<file path="src/rtl/output_compactor.sv">
// output_compactor: folds observed output bits into a MISR. Every WINDOW accepted
// samples the signature is snapshotted into a shadow register and shifted out
// MSB first on sig_serial, framed by sig_frame.
// Optional feature: define COMPACTOR_PARITY_EN to append one parity bit (XOR of
// all signature bits) to every frame.
module output_compactor #(
    parameter int unsigned       WIDTH    = 32,
    parameter int unsigned       IN_WIDTH = 2,
    parameter logic [WIDTH-1:0]  POLY     = WIDTH'(32'h04C11DB7),
    parameter logic [WIDTH-1:0]  SEED     = WIDTH'(32'hFFFFFFFF),
    parameter int unsigned       WINDOW   = 1024
) (
    input  logic                clk,
    input  logic                reset,
    input  logic [IN_WIDTH-1:0] din,
    input  logic                din_valid,
    output logic                sig_serial,
    output logic                sig_frame,
    output logic                overrun
);

`ifdef COMPACTOR_PARITY_EN
    localparam int unsigned FRAME_LEN = WIDTH + 1;
`else
    localparam int unsigned FRAME_LEN = WIDTH;
`endif
    localparam int unsigned CNT_W = $clog2(FRAME_LEN);
    localparam int unsigned IDX_W = $clog2(WIDTH);
    localparam int unsigned WIN_W = (WINDOW > 1) ? $clog2(WINDOW) : 1;

    typedef enum logic {
        IDLE,
        SHIFT
    } state_t;

    logic [WIDTH-1:0] r_misr;
    logic [WIDTH-1:0] r_shadow;
    logic [WIN_W-1:0] r_win;
    logic [CNT_W-1:0] r_cnt;
    state_t           r_state;

    logic [WIDTH-1:0] w_din_ext;
    logic [WIDTH-1:0] w_misr_next;
    logic             w_snapshot;
    logic             w_last;
    logic [IDX_W-1:0] w_idx;
    logic             w_bit;

    // Next MISR value: shift, conditional polynomial feedback, fold in the sample
    always_comb begin
        w_din_ext                 = '0;
        w_din_ext[IN_WIDTH-1:0]   = din;
        w_misr_next = {r_misr[WIDTH-2:0], 1'b0}
                    ^ (r_misr[WIDTH-1] ? POLY : '0)
                    ^ w_din_ext;
    end

    assign w_snapshot = din_valid && (r_win == WIN_W'(WINDOW - 1));
    assign w_last     = (r_cnt == CNT_W'(FRAME_LEN - 1));
    assign w_idx      = IDX_W'(WIDTH - 1) - r_cnt[IDX_W-1:0];

    // Bit to present on the serial pin for the current frame position
    always_comb begin
`ifdef COMPACTOR_PARITY_EN
        if (r_cnt == CNT_W'(WIDTH)) begin
            w_bit = ^r_shadow;
        end else begin
            w_bit = r_shadow[w_idx];
        end
`else
        w_bit = r_shadow[w_idx];
`endif
    end

    // Signature accumulation and window counting; reseed on every snapshot
    always_ff @(posedge clk or posedge reset) begin
        if (reset) begin
            r_misr <= SEED;
            r_win  <= '0;
        end else if (din_valid) begin
            if (w_snapshot) begin
                r_misr <= SEED;
                r_win  <= '0;
            end else begin
                r_misr <= w_misr_next;
                r_win  <= r_win + WIN_W'(1);
            end
        end
    end

    // Shift-out FSM with registered outputs; snapshots while SHIFT are dropped
    always_ff @(posedge clk or posedge reset) begin
        if (reset) begin
            r_state    <= IDLE;
            r_cnt      <= '0;
            r_shadow   <= '0;
            sig_serial <= 1'b0;
            sig_frame  <= 1'b0;
            overrun    <= 1'b0;
        end else begin
            // The SHIFT->IDLE edge still counts as busy, so only IDLE accepts
            if (w_snapshot) begin
                if (r_state == IDLE) begin
                    r_shadow <= w_misr_next;
                end else begin
                    overrun <= 1'b1;
                end
            end
            case (r_state)
                IDLE: begin
                    sig_frame  <= 1'b0;
                    sig_serial <= 1'b0;
                    if (w_snapshot) begin
                        r_state <= SHIFT;
                        r_cnt   <= '0;
                    end
                end
                SHIFT: begin
                    sig_frame  <= 1'b1;
                    sig_serial <= w_bit;
                    if (w_last) begin
                        r_state <= IDLE;
                        r_cnt   <= '0;
                    end else begin
                        r_cnt <= r_cnt + CNT_W'(1);
                    end
                end
                default: begin
                    r_state    <= IDLE;
                    r_cnt      <= '0;
                    sig_frame  <= 1'b0;
                    sig_serial <= 1'b0;
                end
            endcase
        end
    end

endmodule

</file>
<file path="config.mk">
export PLATFORM = sky130hd
export DESIGN_NAME = output_compactor
export DESIGN_NICKNAME = d
export VERILOG_FILES = /design/src/rtl/output_compactor.sv
export SDC_FILE = /design/constraint.sdc
export NUM_CORES = 1
export LEC_CHECK = 0
export BUFFER_PORTS_ARGS = -buffer_cell sky130_fd_sc_hd__buf_4
export CAP_MARGIN = 5
export CORE_UTILIZATION = 50
export CTS_CLUSTER_DIAMETER = 50
export DETAILED_ROUTE_END_ITERATION = 8
export PLACE_DENSITY = 0.66
export REMOVE_ABC_BUFFERS = 1
export SLEW_MARGIN = 40
export SYNTH_ARGS = -nofsm -noshare
export SYNTH_HDL_FRONTEND = slang
export SYNTH_SLANG_ARGS = --single-unit
</file>
<file path="constraint.sdc">
create_clock -name clk -period 3.9 [get_ports clk]
set_input_delay 0.78 -clock clk [delete_from_list [all_inputs] [get_ports clk]]
set_output_delay 0.78 -clock clk [all_outputs]
set_load 0.02 [all_outputs]
</file>
==> metrics.yaml <==
status: "complete, no violations"
grt_max_degree: 62
worst_ep_required_time_ns: 4.14
p_clk_share_pct: 28.4
htree_levels: 3
core_area_sq_um: 7370
fin_nets: 342
setup_viol: 0
portBuffers: 7
ant_nets: 0
drc: 0
report.final.slew_viol_count: 0
die_height_um: 89.9
cts-root-buf: "clkbuf_8"
syn_area_sq_um: 3860
start_util_pct: 52.4
area_growth_pct: 7.75
drt-vias-per-instance: 5.40
p_per_area_nw_per_um2: 516
cts_resized: 0
clock_path_buffers: 2
ir_worst_vdd_mv: 0.309
diodes: 0
layout_commonest_cell: "dfrtp_1"
grt_pass1_wl_um: 12600
arrival_ns: 2.35
synthArstFlopShare_pct: 100
postCtsSetupBuffers: 0
grt_pass1_vias: 2456
die_area_sq_um: 8070
ys.flop_type: "dfrtp_1"
p_sw_share_pct: 28.1
totalPowerFinal_mw: 2.15
routed_wl_um: 6960
rsz0062_at_grt: "no"
critical_path.max_fanout: 61
seq_power_share_pct: 55.9
gp_congestion: 0.755
fin_crit_sh_pct: 54.1
hold_viol: 0
gr-usage-all-layers_pct: 20.1
synth_edf_count: 0
dr.pass1.iters: 4
ctsHoldBuffers: 0
clkSlewWorstSetupHoldPaths_ns: 0.08
tightest_slew_ns: 0.659
min_period_ns: 2.11
met2_length_um: 3250
antenna_found_initial: 0
wl_met1_um: 3400
layout_common_cells: "dfrtp_1 (51), nor2_1 (42), dfstp_2 (32), nand2_1 (26), mux2_2 (19)"
maxCapViolations: 0
p_int_mw: 1.54
wl_met3_um: 170
synth-seq-area-share_pct: 54.8
netlist.area_leader.share_pct: 33.1
synth_top_area_cell: "dfrtp_1"
clock_skew_ns: 0.00999
syn_inst: 332
setup_tns_ns: 0
vias: 2367
ys_ff_latch: 83
topRoutingLayerUsed: "met4"
numCtsBuffers: 9
cp-start-kind: "input pin"
power.leakage_nw: 1.79
die_w_um: 89.9
cts_tree: "yes"
hpwl_um: 4370
max_freq_mhz: 474
drive_gt1_share_pct: 35.4
globalRouteOverflowTotal: 0
clkLatencyLatePin_ns: 0.36
cts_sinks: 83
rows: 31
wl_per_cell_um: 15.9
synth_cell_types: 45
path_class: "input pin to flip-flop"
syn_area_per_cell_sq_um: 11.6
hp-class: "input pin to async pin"
io_pins: 8
comb_power_share_pct: 15.7
p_sw_uw: 603
slew_headroom_pct: 56.1
first_iter_violations: 129
synthTopCellsByArea: "dfrtp_1 (33%), dfstp_2 (22%), mux2_2 (5.5%)"
endpoint_kind: "flip-flop"
synth_warnings: 0
==> path summary, 6_finish.rpt <==
kind,start,endpoint,slack [ns],depth (start not counted)
min in group clk,r_shadow[8],r_shadow[8],0.48,2
max in group asynchronous,reset,r_misr[24],2.67,3
worst max-delay path,din_valid,r_win[9],1.79,6
worst max register to register,r_cnt[0],sig_serial,1.82,3
worst min register to register,r_shadow[8],r_shadow[8],0.48,2
worst min-delay path,reset,r_shadow[23],0.40,2
==> final cells by class <==
type                       count  area, sq um
tap                           99          124
timing repair buffer          12         90.1
inverter                       5         20.0
clock inverter                 4         50.0
multi-input combinational    223         1610
sequential                    83         2120
fill                         632         3210
clock buffer                  12          145
==> registers in the layout, indices dropped and copies added, names as in the netlist <==
| register | cells |
|---|---|
| overrun | 1 |
| r_cnt | 5 |
| r_win | 10 |
| sig_serial | 1 |
| r_state | 1 |
| r_shadow | 32 |
| r_misr | 32 |
| sig_frame | 1 |
==> cell families after synthesis <==
logic type               synth area share, %
AO/OA/AOI/OAI                           11.7
AND/OR/NAND/NOR                         13.8
XOR/XNOR                                4.99
buffers and inverters                   3.50
adder cells (fa/ha/maj)                0.973
flip-flops                              54.8
multiplexers                            10.2
==> per-layer routing <==
layer | track usage, % | up-vias
met3 | 4.65 | 13
met1 | 27.4 | 1180
met2 | 31.4 | 26
li1 | - | 1148
met4 | 7.93 | 0
met5 | 0 | -
==> power groups by stage <==
stage / clock network [mW] / registers, mW / logic [mW]
after floorplan: 0 / 1.18 / 0.279
after global placement: 0 / 1.21 / 0.330
after detailed placement: 0 / 1.22 / 0.340
after CTS: 0.631 / 1.20 / 0.342
after global routing: 0.665 / 1.22 / 0.385
final: 0.610 / 1.20 / 0.337
==> synthesized netlist by cell type (8+ instances only) <==
cell,instances
clkbuf_1,8
dfstp_2,32
a21oi_2,15
mux2_2,19
nor2_1,42
xnor2_1,16
nand2_1,26
a31oi_1,14
o21ai_0,16
nor2_2,15
dfrtp_1,51
==> through the flow <==
stage | utilization, % | worst slack [ns] | cell area [sq um] | hold slack, ns | instances
2_1_floorplan | - | 1.04 | 3740 | 0.442 | 311
3_3_place_gp | 53.7 | 1.44 | 3960 | 0.458 | 422
5_1_grt | 56.4 | 1.63 | 4160 | 0.424 | 438
6_report | 56.4 | 1.79 | 4160 | 0.398 | 438
4_1_cts | 56.4 | 1.79 | 4150 | 0.401 | 438
3_5_place_dp | 53.7 | 1.42 | 3960 | 0.466 | 422
==> critical path: stages <==
cell       delay (ns)
buf_4            0.17
buf_4            0.53
and3_1           0.32
and3_1           0.19
o2111ai_1        0.10
a22o_1           0.19
(Power assumes the default switching activity.)
